**config.mk**
```make
export PLATFORM = sky130hd
export DESIGN_NAME = ps2_keycode_flat
export DESIGN_NICKNAME = d
export VERILOG_FILES = /design/src/rtl/ps2_keycode_if.sv /design/src/rtl/ps2_keycode.sv /design/src/flat_wrapper.sv
export SDC_FILE = /design/constraint.sdc
export NUM_CORES = 1
export LEC_CHECK = 0
export CORE_ASPECT_RATIO = 1.25
export CORE_UTILIZATION = 54
export DETAILED_ROUTE_END_ITERATION = 8
export PLACE_DENSITY = 0.85
export SLEW_MARGIN = 10
export SYNTH_ARGS = -nofsm -noshare
export SYNTH_HDL_FRONTEND = slang
export SYNTH_SLANG_ARGS = --single-unit
```
**constraint.sdc**
```tcl
create_clock -name Clk -period 2.1 [get_ports Clk]
set_input_delay 0.42 -clock Clk [delete_from_list [all_inputs] [get_ports Clk]]
set_output_delay 0.42 -clock Clk [all_outputs]
set_load 0.02 [all_outputs]
```
**src/rtl/ps2_keycode_if.sv**
```systemverilog
// PS/2 pin pair plus decoded key outputs for ps2_keycode.
// master drives the keyboard pins; slave is the decoder.
interface ps2_keycode_if;
  logic       ps2_clk;
  logic       ps2_data;
  logic [7:0] keycode;
  logic       key_event;
  logic       frame_err;

  modport master (
    output ps2_clk, ps2_data,
    input  keycode, key_event, frame_err
  );

  modport slave (
    input  ps2_clk, ps2_data,
    output keycode, key_event, frame_err
  );
endinterface

```
**src/rtl/ps2_keycode.sv**
```systemverilog
// PS/2 Set 2 receiver and make/break decoder producing a held HID keycode.
// Define PS2_ARROW_KEYS_EN to translate E0-prefixed arrow keys.
module ps2_keycode #(
  parameter int unsigned TIMEOUT_CYCLES = 5000
) (
  input logic         Clk,
  input logic         Reset_n,
  ps2_keycode_if.slave bus
);
  localparam int unsigned CNT_W = $clog2(TIMEOUT_CYCLES + 1);
  localparam int unsigned BIT_W = 3;

  typedef enum logic [1:0] {S_IDLE, S_DATA, S_PARITY, S_STOP} state_t;

  state_t             state, state_nx;
  logic               clk_s1, clk_s2, clk_q, dat_s1, dat_s2;
  logic [BIT_W-1:0]   bit_cnt;
  logic [7:0]         shreg;
  logic               par_bit;
  logic [CNT_W-1:0]   to_cnt;
  logic               brk, ext;

  logic fall_c, timeout_c, frame_ok_c;
  logic start_c, shift_c, par_c, byte_valid_c, err_c;
  logic hit_c;
  logic [7:0] code_c;

  // Set 2 -> HID lookup; returns {hit, code}
  function automatic logic [8:0] xlate(input logic e, input logic [7:0] b);
    logic [8:0] r;
    r = 9'h000;
    if (!e) begin
      case (b)
        8'h4C: r = {1'b1, 8'h33};
        8'h52: r = {1'b1, 8'h34};
        8'h0E: r = {1'b1, 8'h35};
        8'h06: r = {1'b1, 8'h3B};
        8'h5A: r = {1'b1, 8'h28};
        8'h76: r = {1'b1, 8'h29};
        default: r = 9'h000;
      endcase
    end else begin
`ifdef PS2_ARROW_KEYS_EN
      case (b)
        8'h6B: r = {1'b1, 8'h50};
        8'h72: r = {1'b1, 8'h51};
        8'h75: r = {1'b1, 8'h52};
        8'h74: r = {1'b1, 8'h4F};
        default: r = 9'h000;
      endcase
`else
      r = 9'h000;
`endif
    end
    return r;
  endfunction

  // Two-flop synchronizers; lines idle high
  always_ff @(posedge Clk or negedge Reset_n) begin
    if (!Reset_n) begin
      clk_s1 <= 1'b1;
      clk_s2 <= 1'b1;
      clk_q  <= 1'b1;
      dat_s1 <= 1'b1;
      dat_s2 <= 1'b1;
    end else begin
      clk_s1 <= bus.ps2_clk;
      clk_s2 <= clk_s1;
      clk_q  <= clk_s2;
      dat_s1 <= bus.ps2_data;
      dat_s2 <= dat_s1;
    end
  end

  assign fall_c     = clk_q & ~clk_s2;
  assign timeout_c  = (state != S_IDLE) && (to_cnt == CNT_W'(TIMEOUT_CYCLES));
  assign frame_ok_c = (^{shreg, par_bit}) & dat_s2;
  assign {hit_c, code_c} = xlate(ext, shreg);

  always_ff @(posedge Clk or negedge Reset_n) begin
    if (!Reset_n) state <= S_IDLE;
    else          state <= state_nx;
  end

  always_comb begin
    state_nx = state;
    if (timeout_c) begin
      state_nx = S_IDLE;
    end else if (fall_c) begin
      case (state)
        S_IDLE:   if (!dat_s2) state_nx = S_DATA;
        S_DATA:   if (bit_cnt == BIT_W'(7)) state_nx = S_PARITY;
        S_PARITY: state_nx = S_STOP;
        S_STOP:   state_nx = S_IDLE;
        default:  state_nx = S_IDLE;
      endcase
    end
  end

  always_comb begin
    start_c      = 1'b0;
    shift_c      = 1'b0;
    par_c        = 1'b0;
    byte_valid_c = 1'b0;
    err_c        = 1'b0;
    if (timeout_c) begin
      err_c = 1'b1;
    end else if (fall_c) begin
      case (state)
        S_IDLE:   start_c = ~dat_s2;
        S_DATA:   shift_c = 1'b1;
        S_PARITY: par_c   = 1'b1;
        S_STOP: begin
          byte_valid_c = frame_ok_c;
          err_c        = ~frame_ok_c;
        end
        default: ;
      endcase
    end
  end

  // Frame datapath and idle-clock watchdog
  always_ff @(posedge Clk or negedge Reset_n) begin
    if (!Reset_n) begin
      bit_cnt       <= '0;
      shreg         <= '0;
      par_bit       <= 1'b0;
      to_cnt        <= '0;
      bus.frame_err <= 1'b0;
    end else begin
      bus.frame_err <= err_c;
      if (start_c) bit_cnt <= '0;
      else if (shift_c) bit_cnt <= bit_cnt + BIT_W'(1);
      if (shift_c) shreg <= {dat_s2, shreg[7:1]};
      if (par_c) par_bit <= dat_s2;
      if (fall_c || state == S_IDLE || timeout_c) to_cnt <= '0;
      else to_cnt <= to_cnt + CNT_W'(1);
    end
  end

  // Prefix tracking and held-key update
  always_ff @(posedge Clk or negedge Reset_n) begin
    if (!Reset_n) begin
      brk           <= 1'b0;
      ext           <= 1'b0;
      bus.keycode   <= 8'h00;
      bus.key_event <= 1'b0;
    end else begin
      bus.key_event <= 1'b0;
      if (err_c) begin
        brk <= 1'b0;
        ext <= 1'b0;
      end else if (byte_valid_c) begin
        if (shreg == 8'hF0) begin
          brk <= 1'b1;
        end else if (shreg == 8'hE0) begin
          ext <= 1'b1;
        end else begin
          brk <= 1'b0;
          ext <= 1'b0;
          if (hit_c && !brk && code_c != bus.keycode) begin
            bus.keycode   <= code_c;
            bus.key_event <= 1'b1;
          end else if (hit_c && brk && code_c == bus.keycode) begin
            bus.keycode   <= 8'h00;
            bus.key_event <= 1'b1;
          end
        end
      end
    end
  end
endmodule

```
**src/flat_wrapper.sv**
```systemverilog
// flat-port wrapper written by rule: the top's interface ports become plain ports
module ps2_keycode_flat 
#(
  parameter int unsigned TIMEOUT_CYCLES = 5000
)
  (Clk, Reset_n, bus_ps2_clk, bus_ps2_data, bus_keycode, bus_key_event, bus_frame_err);
  ps2_keycode_if bus_i ();
  input logic Clk;
  input logic Reset_n;
  input wire logic [$bits(bus_i.ps2_clk)-1:0] bus_ps2_clk;
  input wire logic [$bits(bus_i.ps2_data)-1:0] bus_ps2_data;
  output wire logic [$bits(bus_i.keycode)-1:0] bus_keycode;
  output wire logic [$bits(bus_i.key_event)-1:0] bus_key_event;
  output wire logic [$bits(bus_i.frame_err)-1:0] bus_frame_err;
  assign bus_i.ps2_clk = bus_ps2_clk;
  assign bus_i.ps2_data = bus_ps2_data;
  assign bus_keycode = bus_i.keycode;
  assign bus_key_event = bus_i.key_event;
  assign bus_frame_err = bus_i.frame_err;
  ps2_keycode #(.TIMEOUT_CYCLES(TIMEOUT_CYCLES)) u_core (.Clk(Clk), .Reset_n(Reset_n), .bus(bus_i));
endmodule
```
# Yosys cells after proc, flatten, opt, wreduce, memory -nomap -nowiden

Cells that the tools add are included.

Output and inout bits: 10
Bits of input ports: 4
Register bits after elaboration: 44

Reduce and logical (&&, ||, !) cells: 19
Muxes and demuxes: 41
Add/sub/neg operators: 2
Bitwise gates (word level): 8
Equal/unequal tests: 19

Operators with widths:

| cell                                                                    | number |
|---|---|
| 9-bit one-hot mux with 6 select lines                                   | 1 |
| 8-bit by 7-bit == test with 1-bit output, second input constant         | 4 |
| 1-bit two-way mux                                                       | 29 |
| 8-bit == test, second input constant                                    | 2 |
| 8-bit two-way mux                                                       | 2 |
| 13-bit by 1-bit adder with 13-bit output, second input constant         | 1 |
| 13-bit == test, second input constant                                   | 1 |
| 13-bit two-way mux                                                      | 1 |
| 2-bit nonzero test                                                      | 5 |
| 9-bit two-way mux                                                       | 1 |
| 9-bit XOR reduction                                                     | 1 |
| 8-bit by 3-bit == test with 1-bit output, second input constant         | 1 |
| 8-bit by 4-bit == test with 1-bit output, second input constant         | 1 |
| 8-bit == test                                                           | 1 |
| 2-bit two-way mux                                                       | 4 |
| 8-bit inequality test                                                   | 1 |
| 2-bit one-hot mux with 4 select lines                                   | 1 |
| 3-bit two-way mux                                                       | 2 |
| 3-bit by 1-bit inequality test with 1-bit output, second input constant | 2 |
| 1-bit NOT                                                               | 6 |
| 1-bit logical AND                                                       | 5 |
| 5-bit AND reduction                                                     | 1 |
| 2-bit == test, second input constant                                    | 2 |
| 2-bit AND reduction                                                     | 2 |
| other kinds (10)                                                        | 12 |

# Logic depth before layout (Yosys ltp)

Gate-level depths: netlist of run 1.

Depth after elaboration: 11
Gate-level depth with buffers: 10
Mapped depth without buffers: 9

# Worst setup path after synthesis of run 1

OpenSTA, ideal clock, no wires.

Path type: register to register
Start: reg u_core.to_cnt[0]
End: reg u_core.shreg[6]
Stages on the path, launching flop included: 10
Data required time: 1.975 ns
Setup time: 0.125 ns
Period minus slack after synthesis: 2.283 ns
Path slack: -0.183 ns
Arrival: 2.158 ns
Path through: dfrtp_1 -> inv_1 -> ha_1 -> and4bb_2 -> nand3_1 -> nor4_2 -> nor2_1 -> nand2_1 -> buf_2 -> mux2_2

Word-level cells in the longest chain between the ends: 3

Ends and longest elaborated chain:

| item                   | RTL line           | text |
|---|---|---|
| start, declared        | ps2_keycode.sv:20  | `logic [CNT_W-1:0] to_cnt;` |
| start signal, assigned | ps2_keycode.sv:137 | `else to_cnt <= to_cnt + CNT_W'(1);` |
| 13-bit == test         | ps2_keycode.sv:76  | `assign timeout_c = (state != S_IDLE) && (to_cnt == CNT_W'(TIMEOUT_CYCLES));` |
| 1-bit logical AND      | ps2_keycode.sv:76  |  |
| 1-bit two-way mux      | ps2_keycode.sv:106 | `if (timeout_c) begin` |
| end signal, assigned   | ps2_keycode.sv:134 | `if (shift_c) shreg <= {dat_s2, shreg[7:1]};` |
| end, declared          | ps2_keycode.sv:18  | `logic [7:0] shreg;` |

No other way between the ends.
A chain may end at the register's enable or synchronous reset.

# Final worst setup path of run 1

Start: reg u_core.shreg[0]
End: reg u_core.bus.keycode[1]

Word-level cells in the longest chain between the ends: 8
Elaborated cells on any way between the ends: 31

Ends and longest elaborated chain:

| item                                                                          | RTL line             | text |
|---|---|---|
| branches (longest 8 deep; another with 9-bit one-hot mux with 6 select lines) | --                   |  |
| end signal, assigned                                                          | ps2_keycode.sv:162   | `bus.keycode <= code_c;` |
| end, declared                                                                 | ps2_keycode_if.sv:17 | `output keycode, key_event, frame_err` |

Several ways; the timed one is not identified.

==> results.py, run 1 <==
metrics = {
    "global_routing": {
        "grt_start_max_net_pins": 29,
        "grt.overflow.total": 0,
        "initial_antenna_violation_count": 0,
        "grt.total_usage_pct": 24.1,
        "grt_pass1_wl_um": 9050,
        "via_count_of_the_first_global_routing_pass": 2100,
    },
    "power": {
        "powerDensity_mw_per_mm2": 983,
        "power.static_leakage_nw": 1.35,
        "total_switching_power_w": 0.00105,
        "p_sw_share_pct": 35.6,
        "share_comb_of_total_power_pct": 39.8,
        "worst_ir_drop_vdd_mv": 0.668,
        "p_seq_share_pct": 38.9,
        "p_int_w": 0.00191,
        "pwr-share-clk_pct": 21.3,
    },
    "synth": {
        "synthDistinctLibCells": 56,
        "yosys_warnings": 0,
        "netlist_area_sq_mm": 0.00248,
        "synth_seq_cells": 42,
        "synth_cells": 246,
        "syn-mean-instance-area_sq_um": 10.1,
        "async_reset_ff_share_pct": 100,
        "number_of_flops_mapped_to_enable_cells_by_yosys": 0,
        "synth_top_cells_by_area": "dfrtp_1, dfstp_2, nor2_1",
        "yosys.area.top_type_share_pct": 37.3,
        "synth_largest_area_cell": "dfrtp_1",
        "synth_top_flop_cell": "dfrtp_1",
        "synth_seq_area_share_pct": 42.6,
    },
    "routing": {
        "drt_pre_antenna_iters": 4,
        "avgRoutedWirePerCell_um": 15.5,
        "dr.first_iter.drc_count": 89,
        "drcViolationCount": 0,
        "via_per_inst": 5.69,
        "routed-via-count": 1987,
        "wirelength_um": 5410,
        "antenna_violating_nets_post_route": 0,
    },
    "placement": {
        "numPortBuffers": 11,
        "hpwl_um": 3940,
        "routabilityCongestion": 0.787,
    },
    "worst_setup_path": {
        "timing.critical_path.cells": "nor4b_4 > o2111ai_2 > o211ai_2 > and4_4 > o221ai_2 > a21o_1 > a221o_1",
        "crit_path_start_kind": "flip-flop",
        "critPathMaxStageDelay_ns": 0.47,
        "worst_ep_arrival_time_ns": 2.43,
        "worstSetupEndpointType": "flip-flop",
        "worst_path_max_delay_cell": "dfrtp_2",
        "cell_count_of_the_worst_reg_to_reg_path": 7,
        "timing.reg2reg.setup_slack_ns": -0.15,
        "worst-endpoint-required_ns": 2.28,
        "cp-startpoint": "u_core.shreg[0]$_DFFE_PN0P_",
        "cp_max_fo": 5,
        "timing.setup.critical_path_class": "reg2reg",
        "rr_startpoint": "u_core.shreg[0]$_DFFE_PN0P_",
        "r2r-end": "u_core.bus.keycode[1]$_DFFE_PN0P_",
        "setup.worst_path.end": "u_core.bus.keycode[1]$_DFFE_PN0P_",
    },
    "clock_tree": {
        "insertion_delay_ns": 0.30,
        "clk_pin_slew_worst_setup_hold_paths_ns": 0.08,
        "cell_at_the_root_of_the_clock_tree": "clkbuf_8",
        "cts.sinks": 42,
        "cts-htree-levels": 2,
        "tritoncts": "done",
        "cts.path.max_buffers": 2,
        "cts_buffers": 5,
    },
    "final_layout": {
        "post_route_core_utilization_pct": 68.5,
        "total_area_of_multi_input_combinational_cells_sq_mm": 0.00134,
        "layout.cells.most_common_list": "buf_4, dfrtp_1, nor2_1",
        "final_nets": 302,
        "fillers": 327,
        "drive_above_1_share_pct": 28.5,
        "antenna-diode-count": 0,
        "seqCellArea_sq_mm": 0.00106,
        "final_common_cell": "buf_4",
        "layout-area-overhead-vs-synth_pct": 21.3,
    },
    "sta": {
        "timing_max_transition_violations_final": 0,
        "timing.max_slew.rel_slack_pct": 58.4,
        "layout_worst_path_cycle_share_pct": 107,
        "hold_viol_final": 0,
        "finalClockSkew_ns": 0.00829,
        "hold-worst-slack_ns": 0.128,
        "finalSetupViolations": 7,
        "setup_ws_ns": -0.149,
        "achievable-frequency_mhz": 445,
        "final.min_clock_period_ns": 2.25,
        "rsz_0062_raised_after_global_routing": "true",
        "worst_slew_pin_slew_ns": 0.624,
    },
    "flow_run": {
        "maxCapViolations": 0,
    },
    "die": {
        "num_rows": 27,
        "floorplan.io_pins": 14,
        "floorplan.initialDensity_pct": 56.5,
        "die_w_um": 62.6,
        "core_region_area_sq_mm": 0.00439,
        "die_area_sq_mm": 0.00487,
        "die_h_um": 77.8,
    },
    "status": {
        "failed_checks": "setup timing",
        "outcome": "complete, but fails checks",
    },
    "min_path": {
        "worstHoldPathType": "in2async",
    },
}
-- final cells by class --
type	instances	share of cell area (%)
Tap cell	58	2.41
Clock buffer	7	2.54
Sequential cell	42	35.3
Inverter	11	1.37
Clock inverter	1	0.998
Timing Repair Buffer	48	12.7
Multi-Input combinational cell	182	44.6
-- cells in the mapped netlist (2+ instances only) --
cell      instances
dfrtp_1          37
nor2_1           28
nand2_1          22
nand3_1          13
inv_1            11
xor2_1           10
o21ai_0           9
ha_1              8
xnor2_1           8
a21oi_1           7
nor3_1            7
and3_1            6
buf_4             5
dfstp_2           5
mux2_2            5
nand3b_1          4
a221o_1           3
and4bb_2          3
buf_2             3
nand2b_1          3
nand4_1           3
nor3b_2           3
o211ai_1          3
a211o_1           2
a21o_1            2
buf_6             2
mux2i_1           2
nor2b_1           2
nor4_1            2
nor4b_4           2
-- layer usage --
| layer | track usage, % | wire [um] |
|---|---|---|
| met4 | 13.3 | 204 |
| met2 | 45.4 | 2940 |
| met3 | 4.71 | 128 |
| met5 | 0 | 0 |
| met1 | 24.4 | 2130 |
-- registers in the layout, indices dropped and copies added, names as in the netlist, 2 cells and up --
| register | flops |
|---|---|
| u_core.bit_cnt | 3 |
| u_core.bus.keycode | 6 |
| u_core.shreg | 8 |
| u_core.state | 2 |
| u_core.to_cnt | 13 |
-- worst max-delay path, delay by kind of cell, from the launching register on --
| kind | cells | cell delay [ns] |
|---|---|---|
| flops | 1 | 0.47 |
| simple gates | 2 | 0.64 |
| compound gates | 5 | 1.03 |
-- power by group through the flow --
stage	Combinational (W)	Sequential [W]	Clock (W)
after floorplan	0.000851	0.00106	0
after global placement	0.00110	0.00114	0
after detailed placement	0.00114	0.00116	0
after CTS	0.00116	0.00115	0.000644
after global routing	0.00130	0.00118	0.000672
final	0.00118	0.00115	0.000629
-- cell families (layout without fill, tap and decap cells) --
kind of cell | Yosys count | in the layout | share of synthesized area (%)
other | 1 | 2 | 0.151
AO/OA/AOI/OAI | 36 | 36 | 11.2
buffers and inverters | 23 | 67 | 4.99
flip-flops | 42 | 42 | 42.6
multiplexers | 7 | 7 | 3.08
XOR/XNOR | 19 | 19 | 7.27
AND/OR/NAND/NOR | 110 | 110 | 26.6
adder cells (fa/ha/maj) | 8 | 8 | 4.04
-- stage by stage --
step / power [W] / setup WS, ns / cell area (sq um) / instances / TNS [ns]
2_1_floorplan: 0.00191 / -0.0644 / 2490 / 247 / -0.268
5_1_grt: 0.00315 / -0.259 / 3010 / 349 / -1.70
3_3_place_gp: 0.00224 / -0.132 / 2860 / 340 / -0.573
6_report: 0.00296 / -0.149 / 3010 / 349 / -0.916
4_1_cts: 0.00295 / -0.161 / 2990 / 349 / -0.939
3_5_place_dp: 0.00230 / -0.198 / 2860 / 340 / -0.886
-- repair_timing --
action | CTS | global route
endpoints found under the hold margin | 0 | 0
buffers inserted | 1 | 0
hold buffers | 0 | 0
pin swaps | 9 | 7
resized for setup | 7 | 5
endpoints found under the setup margin | 10 | 22
-- worst min path at each step --
stage,endpoint,slack [ns],depth (start not counted)
global placement,u_core.dat_s2$_DFF_PN1_,0.35,0
global route,u_core.bus.keycode[2]$_DFFE_PN0P_,0.18,1
CTS,u_core.bus.keycode[2]$_DFFE_PN0P_,0.14,1
detailed placement,u_core.dat_s2$_DFF_PN1_,0.35,0
floorplan,u_core.bit_cnt[0]$_DFFE_PN0P_,0.12,0
finish,u_core.bus.keycode[2]$_DFFE_PN0P_,0.13,1
Note: power is estimated with default switching activity, not from simulation.
==> run 2: changes to the inputs <==
--- a/config.mk
+++ b/config.mk
@@ -8,6 +8,7 @@
 export CORE_ASPECT_RATIO = 1.25
 export CORE_UTILIZATION = 54
 export DETAILED_ROUTE_END_ITERATION = 8
+export MAX_ROUTING_LAYER = met4
 export PLACE_DENSITY = 0.85
 export SLEW_MARGIN = 10
 export SYNTH_ARGS = -nofsm -noshare
==> run 2 against run 1 <==
  * Via count shrank 0.35%
  * The flow still finishes with violations (setup timing)
  * Largest cell class unchanged
  * Critical path depth did not move
  * Critical endpoint unchanged
  * Worst hold slack improved by 0.00054 ns
  * Routed wire length is 0.22% lower
  * Clock skew hardly changed
  * Critical path type unchanged
  * Final area did not move
  * Core utilization did not move
  * Maximum frequency fell by 0.10%
  * Sequential share of layout area did not move
  * Setup slack lost 0.0024 ns
  * Non-clock buffer count is the same
==> results.py, run 2 (synthesis gave the netlist of run 1 again) <==
metrics = {
    "worst_setup_path": {
        "worst-endpoint-required_ns": 2.28,
        "cp_max_fo": 5,
        "crit_path_start_kind": "flip-flop",
        "worstSetupEndpointType": "flip-flop",
        "timing.setup.critical_path_class": "reg2reg",
        "worst_ep_arrival_time_ns": 2.43,
    },
    "power": {
        "powerDensity_mw_per_mm2": 982,
        "power.static_leakage_nw": 1.35,
        "pwr-share-clk_pct": 21.2,
        "p_sw_share_pct": 35.5,
        "share_comb_of_total_power_pct": 39.8,
        "p_seq_share_pct": 39.0,
        "worst_ir_drop_vdd_mv": 0.665,
        "p_int_w": 0.00191,
        "total_switching_power_w": 0.00105,
    },
    "sta": {
        "hold-worst-slack_ns": 0.129,
        "layout_worst_path_cycle_share_pct": 107,
        "finalClockSkew_ns": 0.00868,
        "setup_ws_ns": -0.152,
        "timing.max_slew.rel_slack_pct": 59.0,
        "totalNegativeSetupSlack_ns": -0.927,
        "rsz_0062_raised_after_global_routing": "true",
        "achievable-frequency_mhz": 444,
        "hold_viol_final": 0,
        "final.min_clock_period_ns": 2.25,
        "worst_slew_pin_slew_ns": 0.615,
        "finalSetupViolations": 7,
        "timing_max_transition_violations_final": 0,
    },
    "die": {
        "die_h_um": 77.8,
        "die_area_sq_mm": 0.00487,
        "num_rows": 27,
        "floorplan.initialDensity_pct": 56.5,
        "die_w_um": 62.6,
        "core_region_area_sq_mm": 0.00439,
        "floorplan.io_pins": 14,
    },
    "final_layout": {
        "final_cells": 349,
        "final_nets": 302,
        "layout.cells.most_common_list": "buf_4, dfrtp_1, nor2_1",
        "largest_register_ff_count": 13,
        "layout_top_registers": "u_core.to_cnt (13), u_core.shreg (8), u_core.bus.keycode (6)",
        "drive_above_1_share_pct": 28.5,
        "final_common_cell": "buf_4",
        "layout-area-overhead-vs-synth_pct": 21.3,
        "antenna-diode-count": 0,
        "largest_reg_by_ff_count": "u_core.to_cnt",
    },
    "routing": {
        "routed-via-count": 1980,
        "drt_pre_antenna_iters": 4,
        "dr.first_iter.drc_count": 114,
        "wirelength_um": 5390,
        "avgRoutedWirePerCell_um": 15.5,
        "antenna_violating_nets_post_route": 0,
        "drcViolationCount": 0,
        "via_per_inst": 5.67,
    },
    "global_routing": {
        "grt.total_usage_pct": 25.0,
        "grt.overflow.total": 0,
        "grt_start_max_net_pins": 29,
        "initial_antenna_violation_count": 0,
        "grt_pass1_wl_um": 9090,
        "via_count_of_the_first_global_routing_pass": 2102,
    },
    "clock_tree": {
        "clk_pin_slew_worst_setup_hold_paths_ns": 0.08,
        "cts-hold-fix-buffers": 0,
        "cts-htree-levels": 2,
        "cell_at_the_root_of_the_clock_tree": "clkbuf_8",
        "insertion_delay_ns": 0.30,
        "tritoncts": "done",
        "cts.path.max_buffers": 2,
        "cts.sinks": 42,
        "cts_buffers": 5,
    },
    "flow_run": {
        "maxCapViolations": 0,
    },
    "placement": {
        "routabilityCongestion": 0.798,
        "numPortBuffers": 11,
        "hpwl_um": 3940,
        "numPlacedInstances": 340,
    },
    "status": {
        "failed_checks": "setup timing",
        "outcome": "complete, but fails checks",
    },
    "min_path": {
        "worstHoldPathType": "in2async",
    },
}
-- run 2: metal layers --
layer | GRT usage [%] | share of wire [%]
met1 | 24.6 | 39
met2 | 45.7 | 55
met3 | 5.15 | 2.4
met4 | 13.3 | 3.5
met5 | - | 0
-- run 2: what timing repair did --
item | 4_1_cts | 5_1_grt
setup endpoints to repair | 10 | 22
gates resized for setup | 7 | 5
pin swaps | 9 | 7
setup buffers | 1 | 0
-- run 2: worst max-delay path, stage by stage, from the launching register on --
cell       delay [ns]
dfrtp_2          0.47
nor4b_4          0.38
o2111ai_2        0.24
o211ai_2         0.14
and4_4           0.26
o221ai_2         0.10
a21o_1           0.22
a221o_1          0.33
-- run 2: power by group through the flow --
stage / Clock (W) / Combinational (W) / Sequential, W
2_1_floorplan: 0 / 0.000851 / 0.00106
3_3_place_gp: 0 / 0.00110 / 0.00114
3_5_place_dp: 0 / 0.00114 / 0.00116
4_1_cts: 0.000644 / 0.00116 / 0.00115
5_1_grt: 0.000674 / 0.00130 / 0.00118
6_report: 0.000626 / 0.00118 / 0.00115
-- run 2: final cells by class --
type / count / area [sq um]
clock buffers: 7 / 76.3
clock inverters: 1 / 30.0
fillers: 327 / 1380
inverters: 11 / 41.3
multi-input cells: 182 / 1340
flip-flops and latches: 42 / 1060
well taps: 58 / 72.6
repair buffers: 48 / 383
-- run 2: final timing paths --
check	cells after the start	start	slack [ns]	end
worst min-delay path	1	Reset_n	0.13	u_core.bus.keycode[2]$_DFFE_PN0P_
max in group asynchronous	2	Reset_n	1.31	u_core.shreg[6]$_DFFE_PN0P_
worst max-delay path	7	u_core.shreg[0]$_DFFE_PN0P_	-0.15	u_core.bus.keycode[1]$_DFFE_PN0P_
min in group Clk	0	u_core.dat_s1$_DFF_PN1_	0.36	u_core.dat_s2$_DFF_PN1_
worst min register to register	0	u_core.dat_s1$_DFF_PN1_	0.36	u_core.dat_s2$_DFF_PN1_
worst max register to register	7	u_core.shreg[0]$_DFFE_PN0P_	-0.15	u_core.bus.keycode[1]$_DFFE_PN0P_
-- run 2: through the flow --
step	worst slack, ns	power, W	area (sq um)	utilization [%]
finish	-0.152	0.00296	3010	68.5
global route	-0.259	0.00315	3010	68.5
floorplan	-0.0644	0.00191	2490	-
global placement	-0.132	0.00224	2860	65.1
detailed placement	-0.198	0.00230	2860	65.1
CTS	-0.161	0.00295	2990	68.1
==> run 3: changes to the inputs <==
--- a/config.mk
+++ b/config.mk
@@ -6,11 +6,13 @@
 export NUM_CORES = 1
 export LEC_CHECK = 0
 export CORE_ASPECT_RATIO = 1.25
-export CORE_UTILIZATION = 54
+export CORE_UTILIZATION = 35
 export DETAILED_ROUTE_END_ITERATION = 8
+export GPL_TIMING_DRIVEN = 0
 export MAX_ROUTING_LAYER = met4
-export PLACE_DENSITY = 0.85
+export PLACE_DENSITY = 0.62
 export SLEW_MARGIN = 10
 export SYNTH_ARGS = -nofsm -noshare
 export SYNTH_HDL_FRONTEND = slang
 export SYNTH_SLANG_ARGS = --single-unit
+export TNS_END_PERCENT = 5
==> run 3 against run 2 <==
  * The flow still finishes with violations (setup timing)
  * Setup slack got worse by 0.072 ns
  * Maximum frequency decreased by 3.1%
  * Combinational power increased by 14%
  * Final area increased by 3.5%
  * Via count decreased by 3.5%
  * Core utilization decreased by 22 points
  * Cell count increased by 6.9%
==> results.py, run 3 (synthesis gave the netlist of run 1 again) <==
metrics = {
    "worst_setup_path": {
        "crit_path_start_kind": "flip-flop",
        "worst_path_max_delay_cell": "dfrtp_2",
        "worst-endpoint-required_ns": 2.28,
        "timing.setup.critical_path_class": "reg2reg",
        "critPathMaxStageDelay_ns": 0.45,
        "cp_top_family": "compound AO/OA/AOI/OAI gates",
        "worst_ep_arrival_time_ns": 2.50,
        "worstSetupEndpointType": "flip-flop",
        "timing.critical_path.cells": "buf_6 > nor3b_2 > o211ai_1 > a21o_1 > nor4b_4 > buf_4 > o221a_4 > and3_4 > a221o_1",
        "critical_path.n_buffers_inverters": 2,
        "cp_max_fo": 10,
    },
    "global_routing": {
        "grt-busiest-layer": "met2",
        "grt_start_max_net_pins": 32,
        "via_count_of_the_first_global_routing_pass": 1934,
        "grt.total_usage_pct": 15.8,
        "grt.overflow.total": 0,
        "met2_usage_pct": 29.4,
        "use_met1_pct": 17.3,
        "grt_util_met3_pct": 2.65,
        "grt_pass1_wl_um": 8860,
        "initial_antenna_violation_count": 0,
    },
    "routing": {
        "wirelength_um": 5250,
        "routed-via-count": 1910,
        "drt_pre_antenna_iters": 4,
        "avgRoutedWirePerCell_um": 14.1,
        "drcViolationCount": 0,
        "via_per_inst": 5.12,
        "antenna_violating_nets_post_route": 0,
        "dr.first_iter.drc_count": 87,
    },
    "final_layout": {
        "final_nets": 297,
        "layout_top_registers": "u_core.to_cnt (13), u_core.shreg (8), u_core.bus.keycode (6)",
        "antenna-diode-count": 0,
        "layout.cells.most_common_list": "dfrtp_1, nor2_1, buf_4",
        "final_common_cell": "dfrtp_1",
        "layout-area-overhead-vs-synth_pct": 25.6,
        "stdcell_area_sq_mm": 0.00311,
        "largest_register_ff_count": 13,
        "seqCellArea_sq_mm": 0.00106,
        "total_area_of_multi_input_combinational_cells_sq_mm": 0.00143,
        "drive_above_1_share_pct": 30.1,
        "fillers": 638,
        "largest_reg_by_ff_count": "u_core.to_cnt",
    },
    "die": {
        "num_rows": 33,
        "die_h_um": 96.1,
        "die_w_um": 77.3,
        "floorplan.io_pins": 14,
        "die_area_sq_mm": 0.00743,
        "core_region_area_sq_mm": 0.00669,
        "floorplan.initialDensity_pct": 37.1,
    },
    "sta": {
        "finalSetupViolations": 7,
        "achievable-frequency_mhz": 430,
        "final.min_clock_period_ns": 2.32,
        "rsz_0062_raised_after_global_routing": "true",
        "hold_viol_final": 0,
        "layout_worst_path_cycle_share_pct": 111,
        "timing_max_transition_violations_final": 0,
        "finalClockSkew_ns": 0.0111,
        "setup_ws_ns": -0.223,
    },
    "power": {
        "total_switching_power_w": 0.00110,
        "p_int_w": 0.00186,
        "p_sw_share_pct": 37.2,
        "power.static_leakage_nw": 1.34,
        "worst_ir_drop_vdd_mv": 0.473,
        "share_comb_of_total_power_pct": 45.4,
        "pwr-share-clk_pct": 18.0,
        "powerDensity_mw_per_mm2": 949,
        "p_seq_share_pct": 36.6,
    },
    "clock_tree": {
        "tritoncts": "done",
        "insertion_delay_ns": 0.29,
        "cts.sinks": 42,
        "cts-hold-fix-buffers": 0,
        "cts.path.max_buffers": 2,
        "clk_pin_slew_worst_setup_hold_paths_ns": 0.08,
        "cell_at_the_root_of_the_clock_tree": "clkbuf_8",
        "cts-htree-levels": 2,
        "cts_buffers": 5,
    },
    "min_path": {
        "worstHoldPathType": "in2async",
    },
    "placement": {
        "detailedPlace.worstSlack_ns": -0.427,
        "routabilityCongestion": 0.832,
        "hpwl_um": 3480,
        "numPortBuffers": 11,
        "place_area_sq_mm": 0.00273,
    },
    "status": {
        "failed_checks": "setup timing",
        "outcome": "complete, but fails checks",
    },
    "flow_run": {
        "maxCapViolations": 0,
    },
}
## run 3: power by group through the flow
stage                     Sequential, W  Clock, W  Combinational (W)
after floorplan                 0.00106         0           0.000851
after global placement          0.00108         0            0.00103
after detailed placement        0.00109         0            0.00105
after CTS                       0.00108  0.000554            0.00133
after global routing            0.00110  0.000594            0.00147
final                           0.00108  0.000533            0.00134
## run 3: layer usage
metal  routed length (um)  part of all wire, %
met1                 2250                   43
met5                    0                    0
met3                  114                  2.2
met2                 2800                   53
met4                   87                  1.7
## run 3: stage by stage
stage               total power, W  util [%]  instances  hold slack (ns)  TNS [ns]
global placement           0.00211      40.5        345            0.346    -26.37
floorplan                  0.00191         -        247            0.124    -0.272
finish                     0.00296      46.6        373           0.0104     -1.24
global route               0.00316      46.6        373           0.0184     -1.85
detailed placement         0.00214      40.8        346            0.333     -5.31
CTS                        0.00296      45.6        368           0.0158    -0.926
## run 3: final cells by class
class	count	area share, %
clock buffer	7	2.77
clock inverter	1	0.161
inverter	11	1.33
buffer	12	3.50
sequential	42	34.1
timing repair buffer	31	8.64
multi-input combinational	182	46.0
tap	87	3.50
## run 3: final timing paths
path,start,endpoint,slack [ns],cells past startpoint
max,u_core.shreg[6]$_DFFE_PN0P_,u_core.bus.keycode[1]$_DFFE_PN0P_,-0.22,9
max reg2reg,u_core.shreg[6]$_DFFE_PN0P_,u_core.bus.keycode[1]$_DFFE_PN0P_,-0.22,9
min reg2reg,u_core.clk_s1$_DFF_PN1_,u_core.clk_s2$_DFF_PN1_,0.36,0
max in group asynchronous,Reset_n,u_core.clk_s1$_DFF_PN1_,1.54,2
min in group Clk,u_core.clk_s1$_DFF_PN1_,u_core.clk_s2$_DFF_PN1_,0.36,0
min,Reset_n,u_core.bus.keycode[3]$_DFFE_PN0P_,0.01,1
## run 3: timing repair
action | 4_1_cts | 5_1_grt
hold endpoints to repair | 0 | 0
setup endpoints to repair | 28 | 22
pin swaps | 22 | 6
setup buffers | 13 | 5
gates cloned | 1 | 0
resized for setup | 31 | 7
